`config.mk`:
```
export PLATFORM = sky130hd
export DESIGN_NAME = cardinal_router_inport
export DESIGN_NICKNAME = d
export VERILOG_FILES = /design/src/rtl/cardinal_router_inport.sv
export SDC_FILE = /design/constraint.sdc
export NUM_CORES = 1
export LEC_CHECK = 0
export BUFFER_PORTS_ARGS = -buffer_cell sky130_fd_sc_hd__buf_2
export CAP_MARGIN = 20
export CORE_ASPECT_RATIO = 0.6
export CORE_MARGIN = 10
export CORE_UTILIZATION = 30
export DETAILED_ROUTE_END_ITERATION = 12
export PLACE_DENSITY = 0.59
export RECOVER_POWER = 100
export SLEW_MARGIN = 25
export SYNTH_ARGS = -nofsm -noshare
export SYNTH_HDL_FRONTEND = slang
export SYNTH_SLANG_ARGS = --single-unit
```
`constraint.sdc`:
```
create_clock -name clk -period 2.6 [get_ports clk]
set_input_delay 0 -clock clk [delete_from_list [all_inputs] [get_ports clk]]
set_output_delay 0 -clock clk [all_outputs]
set_load 0.02 [all_outputs]
```
`src/rtl/cardinal_router_inport.sv`:
```
// ---------------------------------------------------------------------------
// cardinal_router_inport
//
// Input-port stage of the cardinal ring router. It sits directly on the NIC's
// network-side output and holds one packet per virtual channel: VC0 (even) and
// VC1 (odd). Router polarity decides which VC is written and which is read in
// a given cycle. The write side is polarity and the read side is ~polarity, so
// an accept and a pop never touch the same buffer in one cycle.
//
// While a packet is accepted, its hop count is decremented. A packet that
// arrives with hop count 0 is stored unchanged and flagged for local delivery.
// A packet whose VC bit disagrees with polarity is dropped. This also sets a
// sticky error flag.
//
// Ports
//   clk        clock, all state updates on the rising edge
//   reset      synchronous, active-high; forces in_ri/out_so/out_local low
//   polarity   router polarity (write VC = polarity, read VC = ~polarity)
//   in_si      upstream send valid
//   in_ri      ready to accept on the current write VC
//   in_di      upstream packet
//   out_so     packet valid toward the switch (current read VC)
//   out_ro     switch ready; a pop happens when out_so && out_ro
//   out_do     packet toward the switch
//   out_local  with out_so: hop count exhausted, deliver locally
//   vc_err     sticky: a packet arrived with VC bit != polarity
//   pkt_cnt    packets accepted since reset, wraps
//
// Packet fields: [63]=VC, [62]=direction, [55:48]=hop, [47:32]=source,
// [31:0]=payload.
// ---------------------------------------------------------------------------
module cardinal_router_inport #(
    parameter int DATA_WIDTH = 64,
    parameter int CNT_WIDTH  = 16
) (
    input  logic                  clk,
    input  logic                  reset,
    input  logic                  polarity,
    input  logic                  in_si,
    output logic                  in_ri,
    input  logic [DATA_WIDTH-1:0] in_di,
    output logic                  out_so,
    input  logic                  out_ro,
    output logic [DATA_WIDTH-1:0] out_do,
    output logic                  out_local,
    output logic                  vc_err,
    output logic [CNT_WIDTH-1:0]  pkt_cnt
);

    localparam int VC_BIT = DATA_WIDTH - 1;
    localparam int HOP_HI = 55;
    localparam int HOP_LO = 48;

    // Returns the packet with its hop field decremented.
    // A zero hop count is left as it is.
    function automatic logic [DATA_WIDTH-1:0] hop_update(input logic [DATA_WIDTH-1:0] pkt);
        logic [DATA_WIDTH-1:0] res;
        res = pkt;
        if (pkt[HOP_HI:HOP_LO] != 8'd0) begin
            res[HOP_HI:HOP_LO] = pkt[HOP_HI:HOP_LO] - 8'd1;
        end else begin
            res[HOP_HI:HOP_LO] = pkt[HOP_HI:HOP_LO];
        end
        return res;
    endfunction

    // True when the packet has no hops left and must be delivered here.
    function automatic logic hop_exhausted(input logic [DATA_WIDTH-1:0] pkt);
        return (pkt[HOP_HI:HOP_LO] == 8'd0);
    endfunction

    logic [1:0][DATA_WIDTH-1:0] pkt_buf_q, pkt_buf_d;
    logic [1:0]                 full_q, full_d;
    logic [1:0]                 local_q, local_d;
    logic                       vc_err_q, vc_err_d;
    logic [CNT_WIDTH-1:0]       pkt_cnt_q, pkt_cnt_d;

    logic wr_vc_s;
    logic rd_vc_s;
    logic accept_s;
    logic vc_match_s;
    logic pop_s;

    // Handshake decode.
    // The write VC follows polarity and the read VC is the other one.
    always_comb begin
        wr_vc_s    = polarity;
        rd_vc_s    = ~polarity;
        in_ri      = !reset && !full_q[wr_vc_s];
        out_so     = !reset && full_q[rd_vc_s];
        out_do     = pkt_buf_q[rd_vc_s];
        out_local  = out_so && local_q[rd_vc_s];
        accept_s   = in_si && in_ri;
        vc_match_s = (in_di[VC_BIT] == wr_vc_s);
        pop_s      = out_so && out_ro;
    end

    // Next-state logic for the buffers, flags and counter.
    // The accept and the pop address different VCs, so both can apply in one cycle.
    always_comb begin
        pkt_buf_d = pkt_buf_q;
        full_d    = full_q;
        local_d   = local_q;
        vc_err_d  = vc_err_q;
        pkt_cnt_d = pkt_cnt_q;
        if (accept_s) begin
            if (vc_match_s) begin
                pkt_buf_d[wr_vc_s] = hop_update(in_di);
                local_d[wr_vc_s]   = hop_exhausted(in_di);
                full_d[wr_vc_s]    = 1'b1;
                pkt_cnt_d          = pkt_cnt_q + {{(CNT_WIDTH-1){1'b0}}, 1'b1};
            end else begin
                vc_err_d = 1'b1;
            end
        end else begin
            vc_err_d = vc_err_q;
        end
        if (pop_s) begin
            full_d[rd_vc_s] = 1'b0;
        end else begin
            full_d[rd_vc_s] = full_d[rd_vc_s];
        end
    end

    // Control state register. Reset discards buffered packets and clears the flags.
    always_ff @(posedge clk) begin
        if (reset) begin
            full_q    <= 2'b00;
            local_q   <= 2'b00;
            vc_err_q  <= 1'b0;
            pkt_cnt_q <= {CNT_WIDTH{1'b0}};
        end else begin
            full_q    <= full_d;
            local_q   <= local_d;
            vc_err_q  <= vc_err_d;
            pkt_cnt_q <= pkt_cnt_d;
        end
    end

    // Packet storage. Its contents only matter while the matching full bit is set.
    always_ff @(posedge clk) begin
        pkt_buf_q <= pkt_buf_d;
    end

    // Status outputs come straight from their registers.
    always_comb begin
        vc_err  = vc_err_q;
        pkt_cnt = pkt_cnt_q;
    end

endmodule

```
==> results.json <==
{
  "ys_warn_count": 0,
  "drive_above_1_share_pct": 22.22,
  "post_cts_buffers": 0,
  "num_vias": 3702,
  "clk_latency_ns": 0.41,
  "htreeDepth": 4,
  "p_leak_nw": 2.679,
  "whs_path_depth": 3,
  "rows": 39,
  "synth_seq_cells": 149,
  "path_class": "in -> reg",
  "worstPathMaxFanout": 34,
  "power_density_mw_per_mm2": 703.4,
  "ios": 153,
  "max_freq_mhz": 448.6,
  "port_buffers": 152,
  "dp_hpwl_um": 9732,
  "path_cells": "dlygate4sd3_1 > buf_2 > nor2b_1 > and2_4 > clkbuf_1",
  "seqCellArea_mm2": 0.004264,
  "gr-usage-all-layers_pct": 11.22,
  "max_slew.worst_pin.slew_ns": 1.451,
  "synth_flop_cell": "edfxtp_1",
  "start_kind": "primary input",
  "die_area_mm2": 0.02558,
  "multi_input_area_mm2": 0.001466,
  "start_util_pct": 30.61,
  "synth_cell_type_count": 38,
  "rrSetupSlack_ns": 0.51,
  "synth_area_per_cell_um2": 16.74,
  "synth-async-reset-ratio_pct": 0,
  "die_h_um": 127.9,
  "hold_violations": 0,
  "worstHoldEndpoint": "pkt_buf_q[52]",
  "fin_crit_ns": 2.229,
  "cts_max_path_buffers": 2,
  "route.detailed.drc": 0,
  "grt_pass1_wl_um": 22130,
  "synth-edff-count": 128,
  "rsz0062_at_grt": "no",
  "area_growth_pct": 36.45,
  "synth.largest_area_cell": "edfxtp_1",
  "r2r_cells": 3,
  "clk_pin_slew_ns": 0.06,
  "r2r-start": "full_q[1]",
  "numCtsBuffers": 17,
  "first_iter_violations": 221,
  "hold_class": "in -> reg",
  "grt_antenna_before_repair": 1,
  "setup_viol": 0,
  "gp_congestion": 0.7593,
  "final_nets": 644,
  "post_cts_resized": 0,
  "ir_worst_vdd_uv": 435.4,
  "core-area_mm2": 0.01903,
  "hp-start": "in_di[52]",
  "cts_hold_buffers": 62,
  "required_ns": 2.64,
  "tns_ns": 0,
  "cts_num_sinks": 149,
  "wl_per_cell_um": 17.05,
  "finClkSkew_ns": 0.008554,
  "root_buffer": "clkbuf_16",
  "synth_area_mm2": 0.005826,
  "crit_family": "buffers and inverters",
  "finalCritPeriodShare_pct": 85.73,
  "cts_tree": "done",
  "vias_per_cell": 4.450,
  "grt_max_degree": 60,
  "grt.overflow.total": 0,
  "run_status": "completed",
  "synth_top_area_share_pct": 65.98,
  "cap_violations": 0,
  "endpoint_kind": "flop",
  "r2r-end": "pkt_buf_q[72]",
  "syn_inst": 348,
  "drtPass1Iterations": 4,
  "drv_slew": 0,
  "die_w_um": 199.9,
  "critPathSlowestCell": "and2_4",
  "slew_headroom_pct": 3.268,
  "crit_arrival_ns": 2.27,
  "antenna_left": 0,
  "wl_um": 14190,
  "cpPeakStageDelay_ns": 0.57,
  "grt_pass1_vias": 3988,
  "ys_seq_area_share_pct": 73.20,
  "yosys-top-cells-area": "edfxtp_1 66%, mux2_2 13%, dfxtp_1 7.2%",
  "synth_nets": 420,
  "fill_cells": 1791,
  "crit_buf_inv": 3,
  "p_total_mw": 5.591
}
## worst register-to-register path: stages, from the launching register on
cell,delay (ns)
dfxtp_1,0.33
and3b_1,0.35
and2_4,0.53
clkbuf_1,0.51
## routing by layer
metal / part of all wire (%) / vias to the layer above / track usage, %
met5: 0 / - / 0
met4: 1.4 / 0 / 4.034
met3: 8.3 / 13 / 4.929
met2: 46 / 117 / 16.96
met1: 44 / 1790 / 13.97
li1: - / 1782 / -
## worst max path at each step
stage	start	endpoint	slack, ns	cells past startpoint
floorplan	full_q[0]	pkt_buf_q[0]	0.14	3
CTS	reset	pkt_cnt[13]	0.65	6
detailed placement	full_q[0]	pkt_cnt[13]	0.72	4
finish	reset	pkt_buf_q[72]	0.37	5
global route	reset	pkt_buf_q[72]	0.25	5
global placement	full_q[1]	pkt_buf_q[69]	0.80	3
## layout by cell type, fill, tap and decap left out, drive strengths merged, types with 4 or more instances in the layout
cell,instances
xnor2,4
nor3,5
nand3,4
dlygate4sd3,62
xor2,6
o21ai,9
or4,5
mux2,65
nand2,9
buf,31
or3,7
nor2,16
dfxtp,21
edfxtp,128
o211ai,4
inv,17
a21oi,15
clkbuf,143
mux2i,6
## area by class of cell
type	count	area share [%]
diodes	1	0.03148
clock inverters	15	2.298
inverters	7	0.3306
flip-flops and latches	149	53.64
clock buffers	17	5.352
well taps	246	3.872
repair buffers	219	16.02
multi-input cells	178	18.45
## metrics by stage
step                cell area (um^2)  hold slack (ns)  utilization (%)  cells  worst slack, ns
global placement                6903           0.1869            36.27    737           0.7999
floorplan                       5827          0.09887                -    348           0.1411
global route                    7949          0.03440            41.77    832           0.2527
CTS                             8132        0.0004090            42.73    831           0.6521
finish                          7949          0.01588            41.77    832           0.3710
detailed placement              6903           0.1931            36.27    737           0.7211
## power breakdown
part	leakage, nW	switching (mW)	internal (mW)
Clock	0.303	1.04	1.46
Sequential	1.33	0.0134	2.65
Combinational	1.04	0.235	0.182
Total	2.68	1.29	4.30
## state kept, by name (all words and copies together), names as in the netlist
signal	cells
pkt_cnt	16
pkt_buf_q	128
local_q	2
full_q	2
vc_err	1
## logic make-up (layout without fill, tap and decap cells)
| kind of cell | count (synthesis) | after routing | share of synthesized area (%) |
|---|---|---|---|
| multiplexers | 71 | 71 | 13.60 |
| adder cells (fa/ha/maj) | 3 | 3 | 0.6444 |
| flip-flops | 149 | 149 | 73.20 |
| buffers and inverters | 21 | 258 | 1.460 |
| AND/OR/NAND/NOR | 62 | 62 | 6.379 |
| XOR/XNOR | 10 | 10 | 1.503 |
| AO/OA/AOI/OAI | 32 | 32 | 3.222 |
| other | 0 | 1 | 0 |
## cells in the mapped netlist, types with 2 or more instances
cell type,instances
clkbuf_1,3
ha_1,3
mux2i_1,6
nand3_1,3
o211ai_1,4
a21oi_1,14
o31ai_1,3
dfxtp_1,21
xor2_1,6
nand4_1,2
buf_1,6
edfxtp_1,128
o21ai_0,8
nor2_1,16
xnor2_1,4
mux2_2,65
buf_2,5
nor2b_1,2
inv_1,7
nor3_1,4
nand2_1,9
or4_1,4
and3_1,3
and4_1,2
or3_1,7
(Power assumes the default switching activity.)
